$ cat config.mk
export PLATFORM = sky130hd
export DESIGN_NAME = enigma_stream_ctrl
export DESIGN_NICKNAME = d
export VERILOG_FILES = /design/src/rtl/enigma_stream_ctrl.sv
export SDC_FILE = /design/constraint.sdc
export NUM_CORES = 1
export LEC_CHECK = 0
export CORE_MARGIN = 2
export CORE_UTILIZATION = 49
export CTS_CLUSTER_DIAMETER = 120
export DETAILED_ROUTE_END_ITERATION = 10
export GPL_TIMING_DRIVEN = 1
export HOLD_SLACK_MARGIN = 0.12
export PLACE_DENSITY = 0.79
export REMOVE_ABC_BUFFERS = 1
export SETUP_SLACK_MARGIN = 0.02
export SYNTH_ARGS = -nofsm -noshare
export SYNTH_HDL_FRONTEND = slang
export SYNTH_SLANG_ARGS = --single-unit
$ cat constraint.sdc
create_clock -name clk -period 2.5 [get_ports clk]
set_input_delay 0.375 -clock clk [delete_from_list [all_inputs] [get_ports clk]]
set_output_delay 0.375 -clock clk [all_outputs]
set_load 0.02 [all_outputs]
$ cat src/rtl/enigma_stream_ctrl.sv
// Byte-stream sequencer for the enigma core: maps ASCII letters to indices, steps the core,
// captures its result and returns an uppercase byte. Optional build macro: ENIGMA_GROUP5_EN.
module enigma_stream_ctrl #(
    parameter int unsigned SETTLE_CYCLES = 1,
    parameter int unsigned COUNT_W       = 16
) (
    input  logic               clk,
    input  logic               reset_n,
    input  logic               in_valid,
    output logic               in_ready,
    input  logic [7:0]         in_data,
    output logic               out_valid,
    input  logic               out_ready,
    output logic [7:0]         out_data,
    input  logic               load_key_req,
    output logic [4:0]         core_char_in,
    output logic               core_new_char_pulse,
    output logic               core_load_key,
    input  logic [4:0]         core_char_out,
    output logic [COUNT_W-1:0] char_count,
    output logic               err
);

    typedef enum logic [2:0] {
        StIdle,
        StLoad,
        StStep,
        StSettle,
        StOut
    } state_e;

    state_e             state_q, state_d;
    logic [7:0]         out_data_q, out_data_d;
    logic               out_valid_q, out_valid_d;
    logic [4:0]         char_in_q, char_in_d;
    logic [COUNT_W-1:0] count_q, count_d;
    logic               err_q, err_d;
    logic               load_pend_q, load_pend_d;
    logic [3:0]         settle_q, settle_d;
`ifdef ENIGMA_GROUP5_EN
    logic [2:0]         grp_q, grp_d;
    logic               space_q, space_d;
`endif

    logic is_letter;
    logic load_any;
    logic out_done;

    assign is_letter = ((in_data >= 8'h41) && (in_data <= 8'h5A)) ||
                       ((in_data >= 8'h61) && (in_data <= 8'h7A));
    assign load_any  = load_key_req | load_pend_q;

    // Ready drops combinationally on a load request so a same-cycle byte is never taken.
    assign in_ready            = reset_n & (state_q == StIdle) & ~load_any;
    assign out_valid           = out_valid_q;
    assign out_data            = out_data_q;
    assign core_char_in        = char_in_q;
    assign core_new_char_pulse = (state_q == StStep);
    assign core_load_key       = (state_q == StLoad);
    assign char_count          = count_q;
    assign err                 = err_q;

    always_comb begin
        state_d     = state_q;
        out_data_d  = out_data_q;
        out_valid_d = out_valid_q;
        char_in_d   = char_in_q;
        count_d     = count_q;
        err_d       = err_q;
        load_pend_d = load_pend_q | load_key_req;
        settle_d    = settle_q;
        out_done    = 1'b0;
`ifdef ENIGMA_GROUP5_EN
        grp_d       = grp_q;
        space_d     = space_q;
`endif

        unique case (state_q)
            StIdle: begin
                if (load_any) begin
                    state_d     = StLoad;
                    load_pend_d = 1'b0;
                end else if (in_valid) begin
                    if (is_letter) begin
                        // 'A' and 'a' both carry 5'd1 in their low bits.
                        char_in_d = in_data[4:0] - 5'd1;
                        state_d   = StStep;
                    end else begin
`ifndef ENIGMA_GROUP5_EN
                        out_data_d  = in_data;
                        out_valid_d = 1'b1;
                        state_d     = StOut;
`endif
                    end
                end
            end

            StLoad: begin
                count_d = '0;
                err_d   = 1'b0;
`ifdef ENIGMA_GROUP5_EN
                grp_d   = 3'd0;
                space_d = 1'b0;
`endif
                state_d = StIdle;
            end

            StStep: begin
                count_d  = count_q + 1'b1;
                settle_d = 4'd0;
                state_d  = StSettle;
            end

            StSettle: begin
                if (settle_q == 4'(SETTLE_CYCLES)) begin
                    if (core_char_out <= 5'd25) begin
                        out_data_d = 8'h41 + {3'b000, core_char_out};
                    end else begin
                        out_data_d = 8'h3F;
                        err_d      = 1'b1;
                    end
                    out_valid_d = 1'b1;
                    state_d     = StOut;
`ifdef ENIGMA_GROUP5_EN
                    if (grp_q == 3'd4) begin
                        grp_d   = 3'd0;
                        space_d = 1'b1;
                    end else begin
                        grp_d = grp_q + 3'd1;
                    end
`endif
                end else begin
                    settle_d = settle_q + 4'd1;
                end
            end

            StOut: begin
                if (out_ready) begin
`ifdef ENIGMA_GROUP5_EN
                    if (space_q) begin
                        out_data_d = 8'h20;
                        space_d    = 1'b0;
                    end else begin
                        out_done = 1'b1;
                    end
`else
                    out_done = 1'b1;
`endif
                end
            end

            default: state_d = StIdle;
        endcase

        // A load pending at the end of an output is serviced before re-entering idle.
        if (out_done) begin
            out_valid_d = 1'b0;
            char_in_d   = 5'd0;
            if (load_any) begin
                state_d     = StLoad;
                load_pend_d = 1'b0;
            end else begin
                state_d = StIdle;
            end
        end
    end

    always_ff @(posedge clk) begin
        if (!reset_n) begin
            state_q     <= StIdle;
            out_data_q  <= 8'h00;
            out_valid_q <= 1'b0;
            char_in_q   <= 5'd0;
            count_q     <= '0;
            err_q       <= 1'b0;
            load_pend_q <= 1'b0;
            settle_q    <= 4'd0;
`ifdef ENIGMA_GROUP5_EN
            grp_q       <= 3'd0;
            space_q     <= 1'b0;
`endif
        end else begin
            state_q     <= state_d;
            out_data_q  <= out_data_d;
            out_valid_q <= out_valid_d;
            char_in_q   <= char_in_d;
            count_q     <= count_d;
            err_q       <= err_d;
            load_pend_q <= load_pend_d;
            settle_q    <= settle_d;
`ifdef ENIGMA_GROUP5_EN
            grp_q       <= grp_d;
            space_q     <= space_d;
`endif
        end
    end

endmodule
# == Yosys cells after proc, flatten, opt, wreduce, memory -nomap -nowiden ==
# Cells that the tools add are included.
# classes
addsub,4
mul,0
div,0
magnitude_cmp,5
n_eq_ne,14
shifts,0
mux,29
bitwise_logic,5
n_reduce_logical,14
# op_table
operator,count
2-to-1 mux 8 bit,5
case mux 16 bit (2 select lines),1
adder 16 x 1 -> 16 bit (second input constant),1
greater-or-equal comparator 8 x 7 -> 1 bit (second input constant),2
<= comparator 8 x 7 -> 1 bit (second input constant),2
case mux 8 bit (2 select lines),1
2-to-1 mux 3 bit,5
inequality test 2 bit (second input constant),7
2-to-1 mux 1 bit,12
case mux 3 bit (4 select lines),1
adder 7 x 5 -> 8 bit (first input constant),1
case mux 4 bit (2 select lines),1
nonzero test 2 bit,4
== test 3 x 2 -> 1 bit (second input constant),2
AND reduction 3 bit,2
<= comparator 5 bit (second input constant),1
AND reduction 5 bit,1
subtractor 5 x 1 -> 5 bit (second input constant),1
adder 4 x 1 -> 4 bit (second input constant),1
== test 4 x 1 -> 1 bit (second input constant),1
2-to-1 mux 4 bit,1
inequality test 4 bit (second input constant),1
case mux 1 bit (2 select lines),2
AND reduction 4 bit,1
other kinds (11),14
# totals
reg_bits,39
latchBits,0
ramBits,0
romBits,0
inputBits,18
output_inout_bits,34
elab_cells,79
memories,0

# == Depth between registers and ports, before layout ==
# Gate-level depths: netlist of run 1.
# depth
ltp_word,8
depth_mapped,8
depth_no_buf,7

# == Least setup slack after synthesis of run 1 ==
# OpenSTA, ideal clock, no wires.
# synth_timing
path_type,input -> register
startpoint,input in_data[0]
endpoint,"register out_data_q[0], in the netlist out_data[0]"
setup_time_ns,0.072
arrival_ns,1.846
required_ns,2.428
setup_slack_ns,0.583
path_stages,8
n_path_buf,1
path_cell_list,inv_1 -> ha_1 -> or3b_4 -> nor3_4 -> o31ai_1 -> a21oi_1 -> buf_4 -> mux2i_1
# synth_via
elab_chain_len,5
word_cells_on_any_way,13
classes_between,order compare (4); eq/ne (1); mux (4); reduce/logical (4)
# synth_lines
element,line,rtl
from (decl),11,"input logic [7:0] in_data,"
"greater-or-equal comparator 8 x 7 -> 1 bit, or another cell as far along",49,assign is_letter = ((in_data >= 8'h41) && (in_data <= 8'h5A)) ||
logical AND 1 bit (on tied branches),"49, 50",
logical OR 1 bit,49,
inequality test 2 bit (no source line),-,
AND reduction 5 bit (no source line),-,
to (signal assigned),184,out_data_q <= out_data_d;
to (decl),33,"logic [7:0] out_data_q, out_data_d;"
# Several ways; a longest one is shown, not always the timed one. The select of a mux whose other input is x is not followed.
# A chain may end at the register's enable or synchronous reset.

# == Final worst setup path of run 1 ==
# layout_timing
startpoint,register state_q[1]
endpoint,output in_ready
# layout_via
elab_chain_len,3
# layout_lines
element,line,rtl
from (decl),32,"state_e state_q, state_d;"
from (signal assigned),170,state_q <= StIdle;
from (signal assigned),183,state_q <= state_d;
zero test 3 bit,54,assign in_ready = reset_n & (state_q == StIdle) & ~load_any;
bitwise AND 1 bit (2 in series),54,
to (decl),10,"output logic in_ready,"
# Every way passes these cells.

==> flow_summary.json, run 1 <==
{
  "status": "completed",
  "drt_iter0_drc": 152,
  "number_of_maximum_capacitance_violations": 0,
  "place_area_sq_um": 2770,
  "min_period_ps": 2220,
  "peakVddDrop_uv": 379,
  "synthArstFlopShare_pct": 0,
  "utilization_pct": 66.7,
  "post_route_antenna_net_violation_count": 0,
  "cp.arrival_ps": 1850,
  "syn_avg_cell_area_sq_um": 8.59,
  "syn_inst": 251,
  "yosys.area_share.xor_xnor_pct": 2.84,
  "dp_hpwl_microns": 3810,
  "gp_congestion": 0.835,
  "relSlewSlack_pct": 65.5,
  "dominant_combinational_cell_family_by_area_after_synthesis": "simple AND/OR/NAND/NOR gates",
  "gr-total-overflow": 0,
  "synth_mux_area_share_pct": 6.96,
  "first_global_vias": 1880,
  "synth_ff_type": "dfxtp_1",
  "synth_edf_count": 0,
  "n_fill_cell": 383,
  "core_region_area_sq_um": 4290,
  "clkTransAtPathRegs_ps": 80,
  "fmax_ghz": 0.450,
  "clk-insertion-delay-late_ps": 290,
  "design.final.nets": 336,
  "detail_route.vias_per_cell": 5.60,
  "timing.final.setup_violations": 0,
  "internal_power_uw": 970,
  "grtUsageTotal_pct": 20.6,
  "route.vias.total": 2026,
  "synth_compound_gate_area_share_pct": 16.1,
  "finalCritPeriodShare_pct": 88.9,
  "post_synth_num_cell_types": 47,
  "grt_start_max_net_pins": 44,
  "design_area_sq_um": 2860,
  "netSwitchingFraction_pct": 26.4,
  "setup_repair_after_global_routing_missed_its_margin": "no",
  "seq_area_frac_synth_pct": 36.2,
  "areaGrowthSynthToFinish_pct": 32.7,
  "hp-class": "reg -> reg",
  "ctsRootBufferMaster": "clkbuf_8",
  "total_power_uw": 1320,
  "clock_path_buffers": 2,
  "numClockSinks": 39,
  "timing_worst_setup_path_type": "reg -> out",
  "synth-seq-cells": 39,
  "die_area_sq_um": 4950,
  "final_layout_size_suffix_gt1_share_pct": 10.0,
  "power.static_leakage_uw": 0.00115,
  "finalHoldViolations": 0,
  "cts_tree": "built",
  "mapped_cell_area_sq_um": 2160,
  "synth_simple_gate_area_share_pct": 28.7,
  "report.final.slew_viol_count": 0,
  "drc_errors": 0,
  "worstPathMaxFanout": 8,
  "drt-pass1-iter-count": 5,
  "slew_at_the_pin_closest_to_its_max_slew_limit_ps": 513,
  "synth.yosys.warnings": 0,
  "cts_inserted_buffers": 5,
  "finClkSkew_ps": 6.80,
  "fin_hold_ws_ps": 464,
  "adder_cell_fraction_of_synth_area_pct": 4.64,
  "cts.htree.levels": 2,
  "start_kind": "register",
  "critical_path.endpoint_type": "output port",
  "antenna_found_initial": 0,
  "cts.hold.buffers_added": 0,
  "port-buffer-count": 51,
  "fp.dieW_microns": 70.4,
  "row_count": 24,
  "chipHeight_microns": 70.4,
  "totalWireLength_microns": 5030,
  "routed_wire_length_per_instance_microns": 13.9,
  "insertedDiodeCount": 0,
  "grt_first_pass_wirelength_microns": 8270,
  "power.combinational.fraction_pct": 17.7,
  "power_switching_uw": 348,
  "powerDensity_nw_per_um2": 460,
  "seqPwrFrac_pct": 49.7,
  "start_util_pct": 50.2,
  "timing.critical_path.required_ps": 2120,
  "number_of_primary_i_o_pins": 52,
  "p_clk_share_pct": 32.6
}
## cell families (layout without fill, tap and decap cells)
kind of cell,count (synthesis),count (layout)
XOR/XNOR,7,7
buffers and inverters,23,82
flip-flops,39,39
AO/OA/AOI/OAI,50,50
AND/OR/NAND/NOR,109,109
multiplexers,15,15
adder cells (fa/ha/maj),8,8
## cell usage after synthesis, drive strengths merged (2+ instances only)
| cell | instances | share of area (%) |
|---|---|---|
| dfxtp | 39 | 36 |
| nand2 | 23 | 4.0 |
| nor2 | 16 | 2.8 |
| mux2i | 15 | 7.0 |
| nand3 | 15 | 3.5 |
| inv | 11 | 1.9 |
| o21ai | 11 | 2.6 |
| and2 | 9 | 2.6 |
| and3 | 9 | 2.8 |
| o211ai | 9 | 3.1 |
| clkbuf | 8 | 1.4 |
| ha | 8 | 4.6 |
| nand4 | 7 | 2.0 |
| nor3 | 7 | 2.1 |
| a21oi | 6 | 1.4 |
| a31oi | 6 | 1.7 |
| o21a | 5 | 1.7 |
| a211oi | 4 | 1.6 |
| and4 | 4 | 1.6 |
| buf | 4 | 1.3 |
| nor2b | 4 | 1.2 |
| xor2 | 4 | 1.6 |
| nand2b | 3 | 0.87 |
| or3b | 3 | 1.5 |
| xnor2 | 3 | 1.2 |
| and3b | 2 | 0.81 |
| nand3b | 2 | 0.70 |
| nor4 | 2 | 1.3 |
| o21ba | 2 | 0.93 |
## area by class of cell
type	instances	area (sq um)	share of cell area, %
clock buffers	6	82.6	2.88
clock inverters	1	5.00	0.175
inverters	11	41.3	1.44
multi-input cells	189	1280	44.6
flip-flops and latches	39	781	27.3
well taps	52	65.1	2.27
repair buffers	64	611	21.3
## registers in the layout, indices dropped and copies added (netlist names)
signal and cells:
char_count 16, out_data 8, core_char_in 5, settle_q 4, state_q 3, err 1, load_pend_q 1, out_valid 1
## critical path, stage by stage (launching register included)
cell and delay [ps]:
dfxtp_1 380, nor3_1 370, and3_1 210, clkdlybuf4s50_1 600
## metal layers
layer  vias to the layer above  part of all wire, %  track usage, %
met4                         0                 0.78            5.13
li1                       1022                    -               -
met5                         -                    0               0
met1                       932                   45            25.0
met2                        66                   49            36.0
met3                         6                  5.4            5.48
## final timing paths
check / from / endpoint / slack (ps) / cells after the start
max: state_q[1]$_SDFFE_PN0P_ / in_ready / 280 / 3
min: out_data[4]$_SDFFE_PN0P_ / out_data[4]$_SDFFE_PN0P_ / 460 / 2
max reg2reg: state_q[1]$_SDFFE_PN0P_ / char_count[14]$_SDFFE_PN0P_ / 490 / 7
min reg2reg: out_data[4]$_SDFFE_PN0P_ / out_data[4]$_SDFFE_PN0P_ / 460 / 2
## per-stage QoR
stage	TNS (ps)	instances	setup WS, ps
after global placement	0	355	98.7
after CTS	0	362	86.8
after detailed placement	-25.2	355	-19.3
final	0	362	278
after floorplan	0	239	128
after global routing	0	362	159
## repair_timing
| action | in CTS | in global routing |
|---|---|---|
| setup endpoints to repair | 0 | 1 |
| buffers inserted | 0 | 0 |
| gates resized for setup | 0 | 1 |
## power groups by stage
stage | combinational [uW] | clock, uW | sequential, uW
after floorplan | 97.4 | 0 | 682
after global routing | 253 | 460 | 657
after global placement | 230 | 0 | 668
after detailed placement | 234 | 0 | 668
after CTS | 235 | 436 | 654
final | 234 | 430 | 654
## cells in the final DEF (no fill, tap or decap), types with 7 or more instances in the layout
| cell | instances |
|---|---|
| clkdlybuf4s50_1 | 50 |
| dfxtp_1 | 39 |
| nand2_1 | 23 |
| nor2_1 | 16 |
| nand3_1 | 15 |
| mux2i_1 | 15 |
| buf_4 | 13 |
| inv_1 | 10 |
| o21ai_0 | 10 |
| o211ai_1 | 9 |
| and2_1 | 9 |
| and3_1 | 8 |
| ha_1 | 8 |
| nand4_1 | 7 |
Note: power is estimated with default switching activity, not from simulation.
==> inputs of run 2 (changes only) <==
Settings changed: CORE_UTILIZATION 49 to 51, CTS_BUF_LIST set to sky130_fd_sc_hd__clkbuf_4 sky130_fd_sc_hd__clkbuf_8, MAX_ROUTING_LAYER set to met4, PLACE_DENSITY 0.79 to 0.82.
==> run 2 against run 1 <==
Net effect: final cell count is 1.7% lower; non-clock buffer count is 4 lower; combinational power is 2% lower; setup slack worse by 100 ps; final area is 1.2% lower; register-to-register slack worse by 40 ps; global-route usage is 3.3 points higher; first-iteration DRC count is 13% lower; die area is 3.7% lower; wire length is 3.5% higher; sequential power hardly changed.
==> flow_summary.json, run 2 (same netlist as run 1, synthesis figures left out) <==
{
  "report.final.slew_viol_count": 0,
  "numClockSinks": 39,
  "critical_path.endpoint_type": "output port",
  "detail_route.vias_per_cell": 5.66,
  "netSwitchingFraction_pct": 26.7,
  "placed_cells": 349,
  "antenna_found_initial": 0,
  "powerDensity_nw_per_um2": 465,
  "cts_inserted_buffers": 5,
  "timing.critical_path.cells": "or3b_4, inv_2, clkdlybuf4s50_1",
  "ctsResizeCount": 0,
  "core_region_area_sq_um": 4030,
  "p_clk_share_pct": 32.8,
  "power.combinational.fraction_pct": 17.4,
  "n_fill_cell": 347,
  "first_global_vias": 1953,
  "grt_first_pass_wirelength_microns": 9110,
  "gp_congestion": 0.844,
  "row_count": 23,
  "largest_reg_flops": 16,
  "port-buffer-count": 51,
  "cp.arrival_ps": 1950,
  "slew_at_the_pin_closest_to_its_max_slew_limit_ps": 513,
  "drt_iter0_drc": 132,
  "power_switching_uw": 351,
  "dp_hpwl_microns": 3830,
  "finalCritPeriodShare_pct": 93.0,
  "power.static_leakage_uw": 0.00111,
  "design_area_sq_um": 2830,
  "clk-insertion-delay-late_ps": 290,
  "chipHeight_microns": 69.0,
  "design.final.nets": 332,
  "critPathSlowestCell": "clkdlybuf4s50_1",
  "finalHoldViolations": 0,
  "routed_wire_length_per_instance_microns": 14.6,
  "fp.dieW_microns": 69.0,
  "cts_tree": "built",
  "timing.critical_path.required_ps": 2120,
  "status": "completed",
  "insertedDiodeCount": 0,
  "drc_errors": 0,
  "cpPeakStageDelay_ps": 600,
  "gr-total-overflow": 0,
  "number_of_primary_i_o_pins": 52,
  "multi_input_comb_area_sq_um": 1280,
  "sequential_cell_area_sq_um": 781,
  "worstPathMaxFanout": 13,
  "areaGrowthSynthToFinish_pct": 31.1,
  "seqPwrFrac_pct": 49.8,
  "finClkSkew_ps": 2.62,
  "clkTransAtPathRegs_ps": 70,
  "hp-class": "reg -> reg",
  "grt_start_max_net_pins": 44,
  "clock_path_buffers": 2,
  "internal_power_uw": 965,
  "final_layout_size_suffix_gt1_share_pct": 8.82,
  "ctsRootBufferMaster": "clkbuf_8",
  "min_period_ps": 2330,
  "setup_tns_ps": 0,
  "grtUsageTotal_pct": 23.8,
  "cts.htree.levels": 2,
  "cts.hold.buffers_added": 0,
  "route.vias.total": 2015,
  "postCtsSetupRepairBufs": 0,
  "number_of_maximum_capacitance_violations": 0,
  "fmax_ghz": 0.430,
  "place_area_sq_um": 2740,
  "peakVddDrop_uv": 251,
  "timing_worst_setup_path_type": "reg -> out",
  "start_kind": "register",
  "final_cell_count_no_fill": 356,
  "setup_repair_after_global_routing_missed_its_margin": "no",
  "start_util_pct": 53.5,
  "mostFrequentLayoutCells": "clkdlybuf4s50_1 (51), dfxtp_1 (39), nand2_1 (23)",
  "relSlewSlack_pct": 65.5,
  "drt-pass1-iter-count": 4,
  "post_route_antenna_net_violation_count": 0,
  "timing.final.setup_violations": 0,
  "totalWireLength_microns": 5200,
  "layout.cells.most_common": "clkdlybuf4s50_1",
  "die_area_sq_um": 4770
}
-- run 2: power by group through the flow --
stage / sequential, uW / combinational (uW) / clock, uW
floorplan: 682 / 97.4 / 0
global placement: 668 / 225 / 0
detailed placement: 669 / 229 / 0
CTS: 655 / 230 / 440
global route: 657 / 249 / 473
finish: 655 / 229 / 432
-- run 2: cell type report --
type / count / area share (%)
Inverter: 11 / 1.46
Clock buffer: 6 / 2.92
Timing Repair Buffer: 60 / 20.4
Tap cell: 50 / 2.21
Clock inverter: 1 / 0.177
Multi-Input combinational cell: 189 / 45.2
Sequential cell: 39 / 27.6
-- run 2: stage by stage --
stage | power (uW) | worst slack (ps) | hold WS, ps | utilization [%]
after floorplan | 779 | 128 | 484 | -
after global routing | 1380 | 104 | 482 | 70.2
after detailed placement | 897 | -20.7 | 453 | 68.0
final | 1320 | 174 | 462 | 70.2
after global placement | 893 | 62.5 | 451 | 68.0
after CTS | 1320 | 170 | 463 | 70.2
-- run 2: worst paths after layout --
path | from | to | slack, ps | depth (start not counted)
worst max register to register | state_q[1]$_SDFFE_PN0P_ | char_count[5]$_SDFFE_PN0P_ | 450 | 7
worst max-delay path | state_q[1]$_SDFFE_PN0P_ | core_new_char_pulse | 170 | 3
worst min-delay path | out_data[5]$_SDFFE_PN0P_ | out_data[5]$_SDFFE_PN0P_ | 460 | 2
worst min register to register | out_data[5]$_SDFFE_PN0P_ | out_data[5]$_SDFFE_PN0P_ | 460 | 2
-- run 2: per-layer routing --
metal,global-route usage (%),wire (microns)
met5,-,0
met4,7.19,72
met3,4.82,230
met2,39.3,2590
met1,29.5,2310
-- run 2: critical path: cells and delay by family (launching register included) --
kind                   cells  cell delay [ps]
buffers and inverters      2              680
DFF                        1              460
and+or+nand+nor            1              510
==> inputs of run 3 (changes only) <==
Settings changed: CORE_ASPECT_RATIO set to 0.6, PLACE_DENSITY 0.82 to unset, PLACE_DENSITY_LB_ADDON set to 0.3.
==> run 3 against run 2 <==
Net effect: sequential cell count unchanged; sequential share of layout area decreased by 0.69 points; largest cell class unchanged; sequential power about the same; first-iteration DRC count decreased by 9.1%; critical path depth unchanged; count of clock-buffer cells in the layout unchanged; final cell count increased by 4.2%; highest routed layer unchanged.
==> flow_summary.json, run 3 (same netlist as run 1, synthesis figures left out) <==
{
  "gr-total-overflow": 0,
  "relSlewSlack_pct": 65.8,
  "power.combinational.fraction_pct": 16.4,
  "cts.htree.levels": 2,
  "final_cell_count_no_fill": 371,
  "internal_power_uw": 1080,
  "status": "completed",
  "number_of_primary_i_o_pins": 52,
  "cts_tree": "built",
  "mostFrequentLayoutCells": "clkdlybuf4s50_1 (51), dfxtp_1 (39), nand2_1 (23)",
  "power_switching_uw": 371,
  "drc_errors": 0,
  "clock_path_buffers": 2,
  "row_count": 18,
  "post-route-worst-setup-slack_ps": 177,
  "cpPeakStageDelay_ps": 590,
  "setup_repair_after_global_routing_missed_its_margin": "no",
  "pre_cts_slack_ps": -2.19,
  "number_of_maximum_capacitance_violations": 0,
  "ctsRootBufferMaster": "clkbuf_8",
  "p_clk_share_pct": 38.5,
  "hp-class": "reg -> reg",
  "insertedDiodeCount": 0,
  "seqPwrFrac_pct": 45.2,
  "powerDensity_nw_per_um2": 499,
  "fmax_ghz": 0.430,
  "drt-pass1-iter-count": 4,
  "grt_first_pass_wirelength_microns": 7970,
  "numClockSinks": 39,
  "totalWireLength_microns": 5270,
  "die_area_sq_um": 4780,
  "slew_at_the_pin_closest_to_its_max_slew_limit_ps": 510,
  "timing.critical_path.required_ps": 2120,
  "timing.hold.worst_endpoint": "out_data[5]$_SDFFE_PN0P_",
  "utilization_pct": 71.1,
  "first_global_vias": 1610,
  "regToRegSetupSlack_ps": 460,
  "post_route_antenna_net_violation_count": 0,
  "hold_path.startpoint": "out_data[5]$_SDFFE_PN0P_",
  "critPathSlowestCell": "clkdlybuf4s50_1",
  "start_util_pct": 52.9,
  "finalHoldViolations": 0,
  "areaGrowthSynthToFinish_pct": 34.5,
  "detail_route.vias_per_cell": 5.43,
  "port-buffer-count": 51,
  "fin_hold_ws_ps": 460,
  "ctsResizeCount": 0,
  "worst_r2r_startpoint": "state_q[1]$_SDFFE_PN0P_",
  "largest_reg_flops": 16,
  "report.final.slew_viol_count": 0,
  "grt_start_max_net_pins": 44,
  "timing_worst_setup_path_type": "reg -> out",
  "netSwitchingFraction_pct": 25.7,
  "grtUsageTotal_pct": 23.1,
  "routed_wire_length_per_instance_microns": 14.2,
  "fp.dieW_microns": 88.0,
  "finalCritPeriodShare_pct": 92.9,
  "placed_cells": 363,
  "start_kind": "register",
  "setup_tns_ps": 0,
  "chipHeight_microns": 54.4,
  "dp_hpwl_microns": 3880,
  "layout.cells.most_common": "clkdlybuf4s50_1",
  "final_layout_size_suffix_gt1_share_pct": 10.3,
  "critical_path.endpoint_type": "output port",
  "cts_inserted_buffers": 5,
  "cell_depth_of_the_worst_min_delay_path": 2,
  "antenna_found_initial": 0,
  "timing.reg2reg.worst_path_depth": 7,
  "min_period_ps": 2320,
  "clk-insertion-delay-late_ps": 300,
  "design.final.nets": 336,
  "gp_congestion": 0.827,
  "timing.critical_path.cells": "or3b_4, inv_2, clkdlybuf4s50_1",
  "drt_iter0_drc": 120,
  "postCtsSetupRepairBufs": 0,
  "cts.hold.buffers_added": 0,
  "cp.arrival_ps": 1950,
  "worstPathMaxFanout": 13,
  "finClkSkew_ps": 15.8,
  "reg2reg_to": "char_count[5]$_SDFFE_PN0P_",
  "peakVddDrop_uv": 420,
  "route.vias.total": 2016,
  "core_region_area_sq_um": 4080,
  "clkTransAtPathRegs_ps": 80,
  "power.static_leakage_uw": 0.00115,
  "timing.final.setup_violations": 0
}
run 3: cell types whose count changed in the layout (fill, tap and decap cells not counted), sizes merged:
cell	delta
buf	+4
bufinv	+1
run 3: final cells by class:
type | instances | area (sq um)
timing repair buffer | 64 | 608
multi-input combinational | 189 | 1280
sequential | 39 | 781
fill | 329 | 1180
inverter | 11 | 41.3
clock inverter | 2 | 35.0
tap | 60 | 75.1
clock buffer | 6 | 82.6
run 3: power groups by stage:
stage	Clock [uW]	Sequential [uW]	Combinational [uW]
3_3_place_gp	0	667	231
5_1_grt	587	656	255
6_report	557	654	237
3_5_place_dp	0	668	235
2_1_floorplan	0	682	97.4
4_1_cts	562	653	236
run 3: stage by stage:
stage / total power [uW] / instance area, sq um
finish: 1450 / 2900
global route: 1500 / 2900
CTS: 1450 / 2900
detailed placement: 903 / 2780
global placement: 898 / 2780
floorplan: 779 / 2100
run 3: worst max-delay path, delay by kind of cell (launching register included):
family | cells | cell delay, ps
flops | 1 | 460
buf+inv | 2 | 670
simple gates | 1 | 510
run 3: how the worst max path moves through the flow:
stage / end / start / slack (ps) / cells past startpoint
2_1_floorplan: out_data[0]$_SDFFE_PN0P_ / in_data[0] / 130 / 7
3_3_place_gp: out_data[4]$_SDFFE_PN0P_ / in_data[0] / 90 / 9
3_5_place_dp: out_data[1]$_SDFFE_PN0P_ / in_data[0] / -2 / 9
4_1_cts: core_new_char_pulse / state_q[1]$_SDFFE_PN0P_ / 190 / 3
5_1_grt: core_new_char_pulse / state_q[1]$_SDFFE_PN0P_ / 140 / 3
6_report: core_new_char_pulse / state_q[1]$_SDFFE_PN0P_ / 180 / 3
run 3: metal layers:
metal,track usage (%),routed length [microns]
met1,35.9,2760
met2,28.5,2120
met3,5.13,325
met4,6.92,62
met5,-,0
